File: src/rtl/arb_pkg.sv
// Shared types and constants for the unified SRAM port arbiter.
// Holds the response-owner encoding, read write-enable code and starve width.
package arb_pkg;

    typedef enum logic [1:0] {
        NONE = 2'd0,
        INST = 2'd1,
        DATA = 2'd2
    } owner_e;

    localparam logic [3:0] WEN_READ = 4'b0000;
    localparam int         STARVE_W = 2;

endpackage

File: src/rtl/arb_resp_tracker.sv
// Tracks which requester owns the in-flight SRAM read and routes the
// response. Ports: grants/wen in, sram_rdata in, rvalid/rdata per side out.
module arb_resp_tracker
    import arb_pkg::*;
#(
    parameter int DATA_W = 32
) (
    input  logic              clk,
    input  logic              resetn,
    input  logic              inst_gnt,
    input  logic              data_gnt,
    input  logic [3:0]        data_wen,
    input  logic [DATA_W-1:0] sram_rdata,
    output logic              inst_rvalid,
    output logic [DATA_W-1:0] inst_rdata,
    output logic              data_rvalid,
    output logic [DATA_W-1:0] data_rdata
);

    owner_e            r_owner;
    owner_e            w_owner_nxt;
    logic [DATA_W-1:0] r_inst_hold;
    logic [DATA_W-1:0] r_data_hold;

    // Writes return nothing, so only reads claim the next response slot.
    always_comb begin
        w_owner_nxt = NONE;
        unique case (1'b1)
            inst_gnt: w_owner_nxt = INST;
            data_gnt: w_owner_nxt = (data_wen == WEN_READ) ? DATA : NONE;
            default:  w_owner_nxt = NONE;
        endcase
    end

    always_ff @(posedge clk or negedge resetn) begin
        if (!resetn) begin
            r_owner     <= NONE;
            r_inst_hold <= '0;
            r_data_hold <= '0;
        end else begin
            r_owner <= w_owner_nxt;
            if (r_owner == INST) r_inst_hold <= sram_rdata;
            if (r_owner == DATA) r_data_hold <= sram_rdata;
        end
    end

    assign inst_rvalid = (r_owner == INST);
    assign data_rvalid = (r_owner == DATA);

    // Live SRAM data in the response cycle, captured copy afterwards.
    assign inst_rdata = inst_rvalid ? sram_rdata : r_inst_hold;
    assign data_rdata = data_rvalid ? sram_rdata : r_data_hold;

endmodule

File: src/rtl/sram_port_arbiter.sv
// Shares one single-port 1-cycle SRAM between inst fetch and data access.
// Ports: inst/data request+grant+response, SRAM en/wen/addr/wdata/rdata.
module sram_port_arbiter
    import arb_pkg::*;
#(
    parameter int ADDR_W     = 32,
    parameter int DATA_W     = 32,
    parameter int STARVE_MAX = 3
) (
    input  logic              clk,
    input  logic              resetn,
    input  logic              inst_req,
    input  logic [ADDR_W-1:0] inst_addr,
    output logic              inst_gnt,
    output logic              inst_rvalid,
    output logic [DATA_W-1:0] inst_rdata,
    input  logic              data_req,
    input  logic [3:0]        data_wen,
    input  logic [ADDR_W-1:0] data_addr,
    input  logic [DATA_W-1:0] data_wdata,
    output logic              data_gnt,
    output logic              data_rvalid,
    output logic [DATA_W-1:0] data_rdata,
    output logic              sram_en,
    output logic [3:0]        sram_wen,
    output logic [ADDR_W-1:0] sram_addr,
    output logic [DATA_W-1:0] sram_wdata,
    input  logic [DATA_W-1:0] sram_rdata
);

    localparam logic [STARVE_W-1:0] STARVE_LIM = STARVE_W'(STARVE_MAX);

    logic [STARVE_W-1:0] r_starve;
    logic                w_both;
    logic                w_inst_win;
    logic                w_data_win;

    // Data normally has priority; inst is forced through once starved.
    assign w_both     = inst_req & data_req;
    assign w_inst_win = inst_req & (~data_req | (r_starve == STARVE_LIM));
    assign w_data_win = data_req & ~w_inst_win;

    assign inst_gnt = w_inst_win & resetn;
    assign data_gnt = w_data_win & resetn;

    always_comb begin
        sram_en    = 1'b0;
        sram_wen   = WEN_READ;
        sram_addr  = '0;
        sram_wdata = '0;
        unique case (1'b1)
            inst_gnt: begin
                sram_en   = 1'b1;
                sram_addr = inst_addr;
            end
            data_gnt: begin
                sram_en    = 1'b1;
                sram_wen   = data_wen;
                sram_addr  = data_addr;
                sram_wdata = data_wdata;
            end
            default: ;
        endcase
    end

    // Counts consecutive contended cycles lost by inst; saturating.
    always_ff @(posedge clk or negedge resetn) begin
        if (!resetn) begin
            r_starve <= '0;
        end else if (w_both && w_data_win) begin
            if (r_starve != '1) r_starve <= r_starve + 1'b1;
        end else begin
            r_starve <= '0;
        end
    end

    arb_resp_tracker #(
        .DATA_W(DATA_W)
    ) u_resp (
        .clk        (clk),
        .resetn     (resetn),
        .inst_gnt   (inst_gnt),
        .data_gnt   (data_gnt),
        .data_wen   (data_wen),
        .sram_rdata (sram_rdata),
        .inst_rvalid(inst_rvalid),
        .inst_rdata (inst_rdata),
        .data_rvalid(data_rvalid),
        .data_rdata (data_rdata)
    );

endmodule

File: config.mk
export PLATFORM = sky130hd
export DESIGN_NAME = sram_port_arbiter
export DESIGN_NICKNAME = d
export VERILOG_FILES = /design/src/rtl/arb_pkg.sv /design/src/rtl/arb_resp_tracker.sv /design/src/rtl/sram_port_arbiter.sv
export SDC_FILE = /design/constraint.sdc
export NUM_CORES = 1
export LEC_CHECK = 0
export CAP_MARGIN = 15
export CORE_AREA = 2 2 106 108
export DETAILED_ROUTE_END_ITERATION = 16
export DIE_AREA = 0 0 108 110
export GPL_ROUTABILITY_DRIVEN = 0
export GPL_TIMING_DRIVEN = 0
export PLACE_DENSITY = 0.86
export RECOVER_POWER = 100
export SETUP_SLACK_MARGIN = 0.1
export SKIP_CTS_REPAIR_TIMING = 1
export SYNTH_ARGS = -nofsm -noshare
export SYNTH_HDL_FRONTEND = slang
export SYNTH_SLANG_ARGS = --single-unit
File: constraint.sdc
create_clock -name clk -period 4.7 [get_ports clk]
set_clock_uncertainty 0.2 [all_clocks]
set_input_delay 0.705 -clock clk [delete_from_list [all_inputs] [get_ports clk]]
set_output_delay 0.705 -clock clk [all_outputs]
set_load 0.005 [all_outputs]
==> results of run 1 <==
[worst min-delay path by stage]
stage / start / endpoint / slack [ns] / cells after the start
final: resetn / u_resp.r_inst_hold[17] / 0.25 / 1
after global routing: r_starve[0] / r_starve[0] / 0.27 / 1
after CTS: r_starve[0] / r_starve[0] / 0.25 / 1
after detailed placement: r_starve[0] / r_starve[0] / 0.24 / 1
after global placement: r_starve[0] / r_starve[0] / 0.22 / 1
after floorplan: resetn / r_starve[0] / 0.21 / 0
[cell usage in the layout, fill, tap and decap left out, drive strengths merged]
cell type and n:
mux2 64, clkbuf 22, ha 1, and2 37, inv 2, clkinv 1, dlygate4sd3 98, bufinv 2
nand2b 2, and4b 1, clkinvlp 2, diode 2, nor4 1, nor3b 1, buf 7, clkdlybuf4s50 173
a22o 32, nor2b 1, or2 1, nand2 1, and3 2, a21oi 1, dfrtp 68
[power by group through the flow]
stage / clock, uW / combinational, uW / sequential [uW]
2_1_floorplan: 0 / 202 / 724
3_3_place_gp: 0 / 653 / 729
3_5_place_dp: 0 / 669 / 738
4_1_cts: 543 / 674 / 726
5_1_grt: 571 / 629 / 735
6_report: 527 / 587 / 725
[layer usage]
metal | vias up | GRT usage [%]
met4 | 0 | 12.00
met2 | 153 | 35.13
met3 | 29 | 6.349
li1 | 1393 | -
met1 | 1464 | 24.12
met5 | - | 0
[sequential cells by signal (all words and copies together) (netlist names)]
name and cells:
u_resp.r_owner 2, u_resp.r_data_hold 32, u_resp.r_inst_hold 32, r_starve 2
[area by class of cell]
type / instances / area share (%)
flip-flops and latches: 68 / 27.27
multi-input cells: 145 / 21.19
repair buffers: 272 / 43.58
plain buffers: 19 / 1.604
diodes: 2 / 0.08019
inverters: 1 / 0.06014
clock inverters: 6 / 1.423
clock buffers: 9 / 1.985
well taps: 140 / 2.807
[metrics by stage]
stage,hold WS (ns),setup WS (ns),std cells
5_1_grt,0.2749,0.2812,662
3_3_place_gp,0.2228,-1.267,645
6_report,0.2484,0.5841,662
3_5_place_dp,0.2411,0.7617,645
2_1_floorplan,0.2094,2.440,233
4_1_cts,0.2510,0.7614,660
[cell usage after synthesis]
master    instances
dfrtp_1          68
mux2_2           64
and2_1           37
a22o_1           32
buf_2             8
buf_4             4
buf_6             4
clkbuf_2          3
and3_1            2
a21oi_2           1
and4b_1           1
ha_1              1
inv_1             1
nand2_1           1
nand2b_1          1
nand2b_4          1
nor2b_1           1
nor3b_1           1
nor4_1            1
or2_2             1
[worst max-delay path: cells and delay by family]
kind,cells,cell delay (ns)
buf+inv,3,1.58
simple gates,1,0.14
compound gates,2,0.73
[cell families after synthesis]
kind of cell	share of synthesized area, %
AOI/OAI and AO/OA	9.141
adders and majority gates	0.3957
buffers and inverters	4.234
DFF	53.82
muxes	22.79
and+or+nand+nor	9.616
==> metrics.yaml, run 1 <==
synth:
  syn-instance-count: 233
  syn-cell-area_sq_um: 3162
  ys_types: 20
  synth_top_cells_by_area: "dfrtp_1 (54%), mux2_2 (23%), a22o_1 (8.9%), and2_1 (7.3%), buf_6 (1.4%)"
  ys_seq_area_share_pct: 53.82
  synth.largest_area_cell: "dfrtp_1"
  syn_nets: 370
  synth_top_cell_area_share_pct: 53.82
  synth-seq-cells: 68
  synth_warnings: 0
  syn_area_per_cell_sq_um: 13.57
finish:
  fin_area_sq_um: 6241
  final_layout_size_suffix_gt1_share_pct: 7.500
  syn_to_final_growth_pct: 97.39
  fillCellCount: 877
  final_util_pct: 58.34
  multi_input_area_sq_um: 1323
  seqCellArea_sq_um: 1702
  final_nets: 653
worst_setup_path:
  start_kind: "input pin"
  arrival_ns: 3.21
  slowest_stage: "buf_4"
  r2r_start: "u_resp.r_owner[1]"
  crit_path_end: "sram_addr[5]"
  reg2reg_setup_slack_ns: 2.69
  crit_start: "resetn"
  worstPathCellList: "buf_4 -> nand2_1 -> a21oi_1 -> clkbuf_1 -> a22o_1 -> dlygate4sd3_1"
  worst_setup_path_end_kind: "primary output"
  path_max_fanout: 71
  crit_type: "in -> out"
  ff2ff_path_depth: 4
  slowest_delay_ns: 0.63
  r2r_end: "u_resp.r_inst_hold[5]"
  cp.required_ns: 3.80
power:
  clkPwrFrac_pct: 28.7
  p_leak_uw: 0.002614
  power_frac_seq_pct: 39.4
  power.net_switching_uw: 470.7
  pwr-share-comb_pct: 31.9
  ir_drop_v: 0.0001647
  power_density_nw_per_um2: 294.7
  finalPower_uw: 1839
  sw_frac_of_total_pct: 25.60
  p_int_uw: 1368
timing:
  fmax_ghz: 0.2430
  maxSlewHeadroom_pct: 42.90
  rsz0062_at_grt: "false"
  finalHoldViolCount: 0
  setup_tns_ns: 0
  tightest_slew_ns: 0.8565
  fin_crit_ns: 4.116
  slew_violations: 0
  post-route-period-util_pct: 87.57
  setup_viol: 0
global_route:
  grt_pass1_vias: 3184
  grt_use_total_pct: 21.05
  grt_pass1_wl_um: 18080
  grt_max_degree: 72
  antenna_found_initial: 2
  grt-ovfl-total: 0
clock_tree:
  clk_pin_slew_ns: 0.08
  htree_levels: 3
  clk_path_buf_depth: 2
  tritoncts: "yes"
  cts_sinks: 68
  cts_root_buf: "clkbuf_8"
  cts_made_buffers: 9
  clock_latency_ns: 0.34
detailed_routing:
  first_pass_iters: 4
  ant_nets: 0
  route.met3.wl_um: 1033
  wl_um: 13040
  vias: 3039
  topRoutingLayerUsed: "met4"
  wl_met1_um: 4911
  vias_per_cell: 4.591
  drt_iter0_markers: 115
  drc_errors: 0
  wl_per_cell_um: 19.70
  dr_wl_met2_um: 6510
floorplan:
  die_area_sq_um: 11880
  die_w_um: 108
  rows: 38
  initial_core_util_pct: 29.56
  core_sq_um: 10700
  die_y_um: 110
  io-pin-count: 273
placed_design:
  port_buffers: 272
  placed_area_sq_um: 6057
  hpwl_um: 10910
run_status:
  outcome: "finished clean"
job:
  cap_violations: 0
worst_hold_path:
  worst_hold_path_type: "in -> async"
(Power assumes the default switching activity.)
==> run 2: changes to the inputs <==
--- a/config.mk
+++ b/config.mk
@@ -11,6 +11,7 @@
 export DIE_AREA = 0 0 108 110
 export GPL_ROUTABILITY_DRIVEN = 0
 export GPL_TIMING_DRIVEN = 0
+export MAX_ROUTING_LAYER = met4
 export PLACE_DENSITY = 0.86
 export RECOVER_POWER = 100
 export SETUP_SLACK_MARGIN = 0.1
@@ -18,3 +19,4 @@
 export SYNTH_ARGS = -nofsm -noshare
 export SYNTH_HDL_FRONTEND = slang
 export SYNTH_SLANG_ARGS = --single-unit
+export TNS_END_PERCENT = 20
==> metrics.yaml, run 2 (synthesis results as in run 1) <==
power:
  ir_drop_v: 0.0001647
  power_density_nw_per_um2: 294.7
  p_leak_uw: 0.002614
clock_tree:
  tritoncts: "yes"
  clock_latency_ns: 0.34
  clk_path_buf_depth: 2
  cts_sinks: 68
  htree_levels: 3
  cts_made_buffers: 9
  cts_root_buf: "clkbuf_8"
  clk_pin_slew_ns: 0.07
detailed_routing:
  vias_per_cell: 4.568
  drt_iter0_markers: 109
  ant_nets: 0
  wl_per_cell_um: 19.75
  wl_um: 13070
  first_pass_iters: 4
  vias: 3024
  drc_errors: 0
global_route:
  grt_max_degree: 72
  grt_pass1_vias: 3193
  grt_use_total_pct: 21.65
  grt-ovfl-total: 0
  grt_pass1_wl_um: 18060
  antenna_found_initial: 2
timing:
  post-route-period-util_pct: 88.02
  tightest_slew_ns: 0.8596
  finalHoldViolCount: 0
  maxSlewHeadroom_pct: 42.70
  fin_crit_ns: 4.137
  setup_slack_ns: 0.5629
  fmax_ghz: 0.2417
  rsz0062_at_grt: "false"
  hold_ws_ns: 0.2485
  slew_violations: 0
  setup_viol: 0
finish:
  syn_to_final_growth_pct: 97.39
  final_layout_size_suffix_gt1_share_pct: 7.500
  final_nets: 653
  final_cell_mix: "clkdlybuf4s50_1 (173), dlygate4sd3_1 (98), dfrtp_1 (68)"
  fin_cells: 662
  final_util_pct: 58.34
  final_common_cell: "clkdlybuf4s50_1"
  reg_top3: "u_resp.r_data_hold (32), u_resp.r_inst_hold (32)"
worst_hold_path:
  worst_hold_path_type: "reg -> reg"
  hold_start: "r_starve[0]"
worst_setup_path:
  slowest_delay_ns: 0.65
  slowest_stage: "dlygate4sd3_1"
  crit_start: "resetn"
  worstPathCellList: "buf_4 -> nand2_1 -> a21oi_1 -> buf_2 -> a22o_1 -> dlygate4sd3_1"
  crit_type: "in -> out"
  start_kind: "input pin"
  r2r_start: "u_resp.r_owner[1]"
  worst_setup_path_end_kind: "primary output"
  cp_num_buf_inv: 3
  path_max_fanout: 71
  crit_family: "buffers and inverters"
  cp.required_ns: 3.80
  arrival_ns: 3.23
floorplan:
  rows: 38
  io-pin-count: 273
  die_w_um: 108
  initial_core_util_pct: 29.56
  die_area_sq_um: 11880
  core_sq_um: 10700
  die_y_um: 110
placed_design:
  hpwl_um: 10910
  place_inst: 645
  place_ws_ns: 0.7617
  port_buffers: 272
job:
  cap_violations: 0
run_status:
  outcome: "finished clean"
run 2: cell counts in the layout (fill, tap and decap cells not counted):
No cell type changed its count.
run 2: worst paths after layout:
kind | endpoint | slack (ns) | cells past startpoint
max in group asynchronous | u_resp.r_owner[1] | 3.47 | 1
setup reg to reg | u_resp.r_inst_hold[5] | 2.69 | 4
min in group asynchronous | u_resp.r_inst_hold[17] | 0.26 | 1
hold reg to reg | r_starve[0] | 0.25 | 1
setup / recovery | sram_addr[11] | 0.56 | 6
hold / removal | r_starve[0] | 0.25 | 1
run 2: stage by stage:
stage	total power [uW]	TNS [ns]	area [sq um]
after floorplan	925.8	0	3162
after global placement	1381	-82.14	6060
after detailed placement	1407	0	6057
after CTS	1944	0	6270
after global routing	1934	0	6241
final	1839	0	6241
run 2: area by class of cell:
| type | count | area, sq um |
|---|---|---|
| Antenna cell | 2 | 5.005 |
| Buffer | 19 | 100.1 |
| Clock buffer | 9 | 123.9 |
| Clock inverter | 6 | 88.84 |
| Fill cell | 877 | 4457 |
| Inverter | 1 | 3.754 |
| Multi-Input combinational cell | 145 | 1323 |
| Sequential cell | 68 | 1702 |
| Tap cell | 140 | 175.2 |
| Timing Repair Buffer | 272 | 2720 |
run 2: power by group:
group	total [uW]	leakage (uW)	internal, uW	switching (uW)
combinational	587	0.00171	375	212
clock	527	0.000102	297	230
sequential	725	0.000806	696	28.7
total	1840	0.00261	1370	471
run 2: layer usage:
| layer | up-vias | GRT usage [%] | routed length (um) | part of all wire (%) |
|---|---|---|---|---|
| met5 | - | - | 0 | 0 |
| li1 | 1391 | - | - | - |
| met2 | 152 | 35.04 | 6491 | 50 |
| met4 | 0 | 12.27 | 588 | 4.5 |
| met1 | 1451 | 24.27 | 5048 | 39 |
| met3 | 30 | 5.996 | 944 | 7.2 |
run 2: worst reg2reg max path: cells and delay by family (launching register included):
family,cells,cell delay [ns]
buffers and inverters,2,0.80
multiplexers,1,0.42
flip-flops,1,0.38
AND/OR/NAND/NOR,1,0.10
